**src/rtl/sar_byte_search_if.sv**
```systemverilog
// Handshake and comparator bundle for the successive-approximation byte search.
// The master side requests searches and closes the comparator loop; the slave side is the controller.
interface sar_byte_search_if #(
    parameter int WIDTH = 8
);
    logic             start;
    logic             cmp_gt;
    logic             cmp_lt;
    logic             cmp_eq;
    logic [WIDTH-1:0] trial;
    logic             busy;
    logic             done;
    logic             err;
    logic [WIDTH-1:0] result;

    modport master (
        output start, cmp_gt, cmp_lt, cmp_eq,
        input  trial, busy, done, err, result
    );

    modport slave (
        input  start, cmp_gt, cmp_lt, cmp_eq,
        output trial, busy, done, err, result
    );
endinterface

```
**src/rtl/sar_byte_search.sv**
```systemverilog
// Successive-approximation controller: drives a trial code into an external magnitude
// comparator and binary-searches MSB first until the hidden target is recovered.
module sar_byte_search #(
    parameter int WIDTH      = 8,
    parameter bit EARLY_EXIT = 1'b1
) (
    input  logic              clk,
    input  logic              rst_n,
    sar_byte_search_if.slave  bus
);
    localparam int               PTR_W    = (WIDTH > 1) ? $clog2(WIDTH) : 1;
    localparam logic [WIDTH-1:0] ONE      = WIDTH'(1'b1);
    localparam logic [WIDTH-1:0] MSB_CODE = ONE << (WIDTH - 1);
    localparam logic [PTR_W-1:0] LAST_PTR = PTR_W'(WIDTH - 1);

    typedef enum logic [1:0] {
        ST_IDLE   = 2'd0,
        ST_SEARCH = 2'd1,
        ST_DONE   = 2'd2
    } state_t;

    state_t           state_r;
    logic [WIDTH-1:0] trial_r;
    logic [PTR_W-1:0] ptr_r;
    logic             busy_r;
    logic             done_r;
    logic             err_r;
    logic [WIDTH-1:0] result_r;

    logic             flags_ok_s;
    logic             last_s;
    logic [WIDTH-1:0] bit_mask_s;
    logic [WIDTH-1:0] decided_s;
    logic [WIDTH-1:0] next_trial_s;

    // A healthy comparator reports exactly one relation; anything else is a wiring or stuck-at fault.
    function automatic logic one_hot3(input logic a, input logic b, input logic c);
        return (a ^ b ^ c) & ~(a & b & c);
    endfunction

    // Bit decision for the current pointer and the trial code for the next compare.
    always_comb begin
        flags_ok_s   = one_hot3(bus.cmp_gt, bus.cmp_lt, bus.cmp_eq);
        last_s       = (ptr_r == '0);
        bit_mask_s   = ONE << ptr_r;
        decided_s    = trial_r;
        next_trial_s = trial_r;
        if (bus.cmp_gt) begin
            decided_s = trial_r & ~bit_mask_s;
        end else begin
            decided_s = trial_r;
        end
        if (last_s) begin
            next_trial_s = decided_s;
        end else begin
            next_trial_s = decided_s | (bit_mask_s >> 1);
        end
    end

    // Search state machine; every output is a register so the only combinational loop
    // is trial -> external comparator -> flags.
    always_ff @(posedge clk or negedge rst_n) begin
        if (!rst_n) begin
            state_r  <= ST_IDLE;
            trial_r  <= '0;
            ptr_r    <= '0;
            busy_r   <= 1'b0;
            done_r   <= 1'b0;
            err_r    <= 1'b0;
            result_r <= '0;
        end else begin
            case (state_r)
                ST_IDLE: begin
                    done_r <= 1'b0;
                    if (bus.start) begin
                        trial_r <= MSB_CODE;
                        ptr_r   <= LAST_PTR;
                        err_r   <= 1'b0;
                        busy_r  <= 1'b1;
                        state_r <= ST_SEARCH;
                    end else begin
                        trial_r <= '0;
                        busy_r  <= 1'b0;
                        state_r <= ST_IDLE;
                    end
                end
                ST_SEARCH: begin
                    if (!flags_ok_s || (EARLY_EXIT && bus.cmp_eq) || last_s) begin
                        if (!flags_ok_s) begin
                            err_r    <= 1'b1;
                            result_r <= '0;
                        end else if (EARLY_EXIT && bus.cmp_eq) begin
                            result_r <= trial_r;
                        end else begin
                            result_r <= decided_s;
                        end
                        trial_r <= '0;
                        ptr_r   <= '0;
                        busy_r  <= 1'b0;
                        done_r  <= 1'b1;
                        state_r <= ST_DONE;
                    end else begin
                        trial_r <= next_trial_s;
                        ptr_r   <= ptr_r - PTR_W'(1);
                        state_r <= ST_SEARCH;
                    end
                end
                ST_DONE: begin
                    // start is deliberately not sampled here; it must be seen again in IDLE.
                    trial_r <= '0;
                    busy_r  <= 1'b0;
                    done_r  <= 1'b0;
                    state_r <= ST_IDLE;
                end
                default: begin
                    trial_r <= '0;
                    ptr_r   <= '0;
                    busy_r  <= 1'b0;
                    done_r  <= 1'b0;
                    state_r <= ST_IDLE;
                end
            endcase
        end
    end

    assign bus.trial  = trial_r;
    assign bus.busy   = busy_r;
    assign bus.done   = done_r;
    assign bus.err    = err_r;
    assign bus.result = result_r;
endmodule

```
**src/flat_wrapper.sv**
```systemverilog
// flat-port wrapper written by rule: the top's interface ports become plain ports
module sar_byte_search_flat 
#(
    parameter int WIDTH      = 8,
    parameter bit EARLY_EXIT = 1'b1
)
  (clk, rst_n, bus_start, bus_cmp_gt, bus_cmp_lt, bus_cmp_eq, bus_trial, bus_busy, bus_done, bus_err, bus_result);
  sar_byte_search_if #(.WIDTH(WIDTH)) bus_i ();
  input  logic clk;
  input  logic rst_n;
  input wire logic [$bits(bus_i.start)-1:0] bus_start;
  input wire logic [$bits(bus_i.cmp_gt)-1:0] bus_cmp_gt;
  input wire logic [$bits(bus_i.cmp_lt)-1:0] bus_cmp_lt;
  input wire logic [$bits(bus_i.cmp_eq)-1:0] bus_cmp_eq;
  output wire logic [$bits(bus_i.trial)-1:0] bus_trial;
  output wire logic [$bits(bus_i.busy)-1:0] bus_busy;
  output wire logic [$bits(bus_i.done)-1:0] bus_done;
  output wire logic [$bits(bus_i.err)-1:0] bus_err;
  output wire logic [$bits(bus_i.result)-1:0] bus_result;
  assign bus_i.start = bus_start;
  assign bus_i.cmp_gt = bus_cmp_gt;
  assign bus_i.cmp_lt = bus_cmp_lt;
  assign bus_i.cmp_eq = bus_cmp_eq;
  assign bus_trial = bus_i.trial;
  assign bus_busy = bus_i.busy;
  assign bus_done = bus_i.done;
  assign bus_err = bus_i.err;
  assign bus_result = bus_i.result;
  sar_byte_search #(.WIDTH(WIDTH), .EARLY_EXIT(EARLY_EXIT)) u_core (.clk(clk), .rst_n(rst_n), .bus(bus_i));
endmodule
```
**config.mk**
```make
export PLATFORM = sky130hd
export DESIGN_NAME = sar_byte_search_flat
export DESIGN_NICKNAME = d
export VERILOG_FILES = /design/src/rtl/sar_byte_search_if.sv /design/src/rtl/sar_byte_search.sv /design/src/flat_wrapper.sv
export SDC_FILE = /design/constraint.sdc
export NUM_CORES = 1
export LEC_CHECK = 0
export CAP_MARGIN = 20
export CORE_ASPECT_RATIO = 0.5
export CORE_MARGIN = 2
export CORE_UTILIZATION = 35
export DETAILED_ROUTE_END_ITERATION = 16
export HOLD_SLACK_MARGIN = 0.05
export PLACE_DENSITY_LB_ADDON = 0.08
export SYNTH_ARGS = -nofsm -noshare
export SYNTH_HDL_FRONTEND = slang
export SYNTH_SLANG_ARGS = --single-unit
```
**constraint.sdc**
```tcl
create_clock -name clk -period 1.6 [get_ports clk]
set_input_delay 0.24 -clock clk [delete_from_list [all_inputs] [get_ports clk]]
set_output_delay 0.24 -clock clk [all_outputs]
set_load 0.02 [all_outputs]
```
# Word level (Yosys, flattened, before mapping)
# Cells that the tools add are included.
# op_classes
n_mux	22
add_sub_neg	1
reduce_logical	9
shifts	1
bitwise	10
n_eq_ne	5
# ops
op	count
$mux W8	6
$pmux W8 S2	1
$pmux W3 S3	1
$and A8 B8 Y8	1
$mux W1	8
$not A8 Y8	1
$or A8 B7 Y8	1
$shl A1 B3 Y8 const A	1
$mux W3	2
$ne A2 B2 Y1 const B	2
$pmux W1 S2	2
$pmux W2 S2	1
$reduce_and A2 Y1	2
$reduce_and A4 Y1	1
$and A1 B1 Y1	3
$logic_not A3 Y1	1
$sub A3 B1 Y3 const B	1
$eq A2 B1 Y1 const B	1
$eq A2 B2 Y1 const B	1
$logic_not A2 Y1	1
$logic_or A1 B1 Y1	2
$mux W2	1
$ne A2 B1 Y1 const B	1
$not A1 Y1	2
other kinds (3)	4
# totals
out_inout_bits	19
in_bits	6
reg_bits	24

# Depth between registers and ports, before layout
# depth
depth_word	9
ltp_mapped	6
ltp_nobuf	5

# Worst setup path before layout
# No wires, ideal clock.
# synth_path
path_kind	reg-to-reg
start	register u_core.ptr_r[0]
end	register u_core.result_r[0] (netlist: u_core.bus.result[0])
path_buffers	1
period_less_slack_ns	1.407
arrival_time_ns	1.328
path_slack_ns	0.193
setup_time_ns	0.079
path_stages_with_launch	7
cell_sequence	dfrtp_1 inv_1 ha_1 nand2b_1 a21boi_2 buf_6 mux2i_1
# synth_via
elab_chain_cells	6
elab_cells_between_ends	9
# synth_rtl
item	line_no	source
start, declared	sar_byte_search.sv:24	logic [PTR_W-1:0] ptr_r;
start signal, assigned	sar_byte_search.sv:104	ptr_r <= ptr_r - PTR_W'(1);
$shl A1 B3 Y8	sar_byte_search.sv:45	bit_mask_s = ONE << ptr_r;
$not A8 Y8	sar_byte_search.sv:49	decided_s = trial_r & ~bit_mask_s;
$and A8 B8 Y8	sar_byte_search.sv:49	
$mux W8	sar_byte_search.sv:48	if (bus.cmp_gt) begin
$mux W8	sar_byte_search.sv:92	end else if (EARLY_EXIT && bus.cmp_eq) begin
$mux W8	sar_byte_search.sv:89	if (!flags_ok_s) begin
end signal, assigned	sar_byte_search.sv:93	result_r <= trial_r;
end signal, assigned	sar_byte_search.sv:95	result_r <= decided_s;
end, declared	sar_byte_search.sv:28	logic [WIDTH-1:0] result_r;
# Parallel ways exist; a longest one is shown, timed or not.
# A chain may end at the register's enable or synchronous reset.

# Worst setup path after layout
# layout_path
start	input port bus_cmp_gt
end	register u_core.err_r (netlist: u_core.bus.err)
# layout_via
elab_chain_cells	9
elab_cells_between_ends	12
# layout_rtl
item	line_no	source
start, declared	flat_wrapper.sv:12	input wire logic [$bits(bus_i.cmp_gt)-1:0] bus_cmp_gt;
$and A1 B1 Y1 (2 in a row)	sar_byte_search.sv:38	return (a ^ b ^ c) & ~(a & b & c);
$not A1 Y1	sar_byte_search.sv:38	
$and A1 B1 Y1 (*)	sar_byte_search.sv:38	
$logic_not A1 Y1	sar_byte_search.sv:88	if (!flags_ok_s || (EARLY_EXIT && bus.cmp_eq) || last_s) begin
$logic_or A1 B1 Y1 (2 in a row)	sar_byte_search.sv:88	
$ne A2 B1 Y1 (no line)	--	
$reduce_and A4 Y1 (no line) (*)	--	
end signal, assigned	sar_byte_search.sv:69	err_r <= 1'b0;
end signal, assigned	sar_byte_search.sv:78	err_r <= 1'b0;
end signal, assigned	sar_byte_search.sv:90	err_r <= 1'b1;
end, declared	sar_byte_search.sv:27	logic err_r;
# Mark *: on every way between the ends. The rest lies on a longest branch, timed or not.

==> flow_summary.toml <==
[clock_tree]
path_clk_slew_ns = 0.09
clkLatencyLatePin_ns = 0.26
cts_root_buf = "clkbuf_8"
numCtsBuffers = 3
cts_hold_buf = 0
htreeDepth = 1
cts_tree = "yes"
cts_sinks = 24
cts.path.max_buffers = 2

[route]
via_per_inst = 4.79
drcViolationCount = 0
avgRoutedWirePerCell_um = 13.5
drt-total-wl_mm = 2.67
firstDrtPassIters = 4
num_vias = 948
first_iter_violations = 50
postRouteAntennaNets = 0

[cells_and_area]
layout.nets = 170
drive_above_1_share = 0.147
num-fill-cells = 311
antenna_cells = 0
final_cells = 198
fin_area_mm2 = 0.00168
final_cell_mix = "24 x clkdlybuf4s50_1, 24 x dfrtp_1, 19 x inv_1"
fin_util = 0.496
area_growth_pct = 38.3

[power_and_ir_drop]
peakVddDrop_uv = 930
power_density_mw_per_mm2 = 1350
p_leak_nw = 0.707

[synthesis]
yosysSeqAreaShare = 0.495
yosysWarnings = 0
ys_ff_latch = 24
syn_inst = 119
synth_edf_count = 0
yosysTopAreaCellShare = 0.495
post_synth.cell_area_avg_um2 = 10.2
synth_fp_nets = 132
synth.distinct_cells = 25
ys_top_cells_by_area = "dfrtp_1 50%, ha_1 7.2%, mux2i_1 6.6%"
synth-main-ff-cell = "dfrtp_1"
synth_area_leader_cell = "dfrtp_1"
ys_async_sr_fraction = 1.00
syn-cell-area_mm2 = 0.00121

[place]
portBuffers = 24
place_congestion = 0.807
dpl_cell_area_mm2 = 0.00159
place_worst_setup_slack_ns = -0.279
dpl.hpwl_mm = 2.02
dp_cells = 194

[floorplanning]
rows = 15
start_util = 0.359
fp.coreArea_mm2 = 0.00338
io_pins = 25
die-height_um = 45.6
die_area_mm2 = 0.00398
die_w_um = 87.2

[timing]
final.setup.worst_slack_ns = 0.0456
slew_violations = 0
setup_viol = 0
fin_crit_ns = 1.55
relSlewSlack = 0.780
max_clock_freq_mhz = 643
fin_skew_ns = 0.00354
hold_viol = 0
grt_setup_unrepaired = "false"
period_share = 0.972
fin_tns_setup_ns = 0
worst_slew_pin_slew_ns = 0.330

[flow_run]
drv_cap = 0

[grt]
track_usage = 0.156
overflow = 0
antenna_found_initial = 0
grt_first_pass_wirelength_mm = 4.55
grt_pass1_vias = 901
grt_max_degree = 25

[worst_setup_path]
ff2ff_path_depth = 6
r2r-start = "u_core.ptr_r[1]"
reg2reg_slack_ns = 0.13
crit_fanout = 3
worst_setup_path_end_kind = "register"
cp-startpoint = "bus_cmp_gt"
critPathLaunchType = "input port"
cp.arrival_ns = 1.71
rr_endpoint = "u_core.bus.result[7]"
crit_type = "input port to register"
critical_path_required_ns = 1.76
crit_end = "u_core.bus.err"

[min_path]
hold_class = "input port to asynchronous set/reset pin"

[run_status]
outcome = "complete, no violations"
## Yosys cell counts, types with 2 or more instances
master / instances
nor2b_1: 2
inv_1: 19
a22oi_1: 3
nand2b_1: 7
o21ai_0: 9
nand2_1: 7
ha_1: 7
nor2_1: 5
a21oi_1: 4
o211ai_1: 8
nand3_1: 4
mux2i_1: 8
dfrtp_1: 24
## power by group
group	internal (mW)	leakage, nW	switching, mW	total, mW
registers	0.725	0.320	0.0950	0.820
clock network	0.220	0.0288	0.193	0.413
logic	0.477	0.358	0.549	1.03
## cell families after synthesis
family          count (synthesis)  synth area share
mux                             8            0.0661
buf+inv                        22            0.0753
fa+ha+maj                       7            0.0722
simple gates                   27             0.118
compound gates                 31             0.173
flops                          24             0.495
## critical path, cell delays in order
cell and delay [ns]:
clkdlybuf4s50_1 0.46, ha_4 0.30, ha_4 0.19, a21oi_2 0.15
buf_4 0.16, inv_1 0.04, a22o_1 0.19
## routing by layer
| metal | track usage | part of all wire |
|---|---|---|
| met1 | 0.232 | 0.53 |
| met2 | 0.226 | 0.41 |
| met3 | 0.0489 | 0.050 |
| met4 | 0.0277 | 0.0034 |
| met5 | 0 | 0 |
## metrics by stage
step | hold WS [ns] | power (mW)
after CTS | 0.343 | 2.27
after global placement | 0.481 | 1.84
final | 0.332 | 2.26
after detailed placement | 0.486 | 1.84
after floorplan | -0.0556 | 1.45
after global routing | 0.361 | 2.44
## cell type report
cell class | count | area, um2 | share of cell area
Inverter | 19 | 71.3 | 0.0425
Tap cell | 42 | 52.6 | 0.0313
Multi-Input combinational cell | 73 | 551 | 0.328
Clock buffer | 4 | 55.1 | 0.0328
Timing Repair Buffer | 36 | 347 | 0.207
Sequential cell | 24 | 601 | 0.358
## registers in the layout (all words and copies together) (netlist names)
signal,count
u_core.ptr_r,3
u_core.state_r,2
u_core.bus.result,8
u_core.bus.err,1
u_core.bus.trial,8
u_core.bus.busy,1
u_core.bus.done,1
## how the worst min path moves through the flow
stage                         start              endpoint  slack [ns]
floorplan                     rst_n       u_core.bus.busy       -0.06
global route                  rst_n  u_core.bus.result[7]        0.36
finish                        rst_n  u_core.bus.result[3]        0.33
detailed placement  u_core.bus.done       u_core.bus.done        0.49
global placement    u_core.bus.done       u_core.bus.done        0.48
CTS                           rst_n       u_core.bus.busy        0.34
## what timing repair did
action / 4_1_cts / 5_1_grt
setup endpoints to repair: 1 / 10
gates resized for setup: 1 / 3
pin swaps: 0 / 0
buffers inserted: 0 / 0
Note: power is estimated with default switching activity, not from simulation.
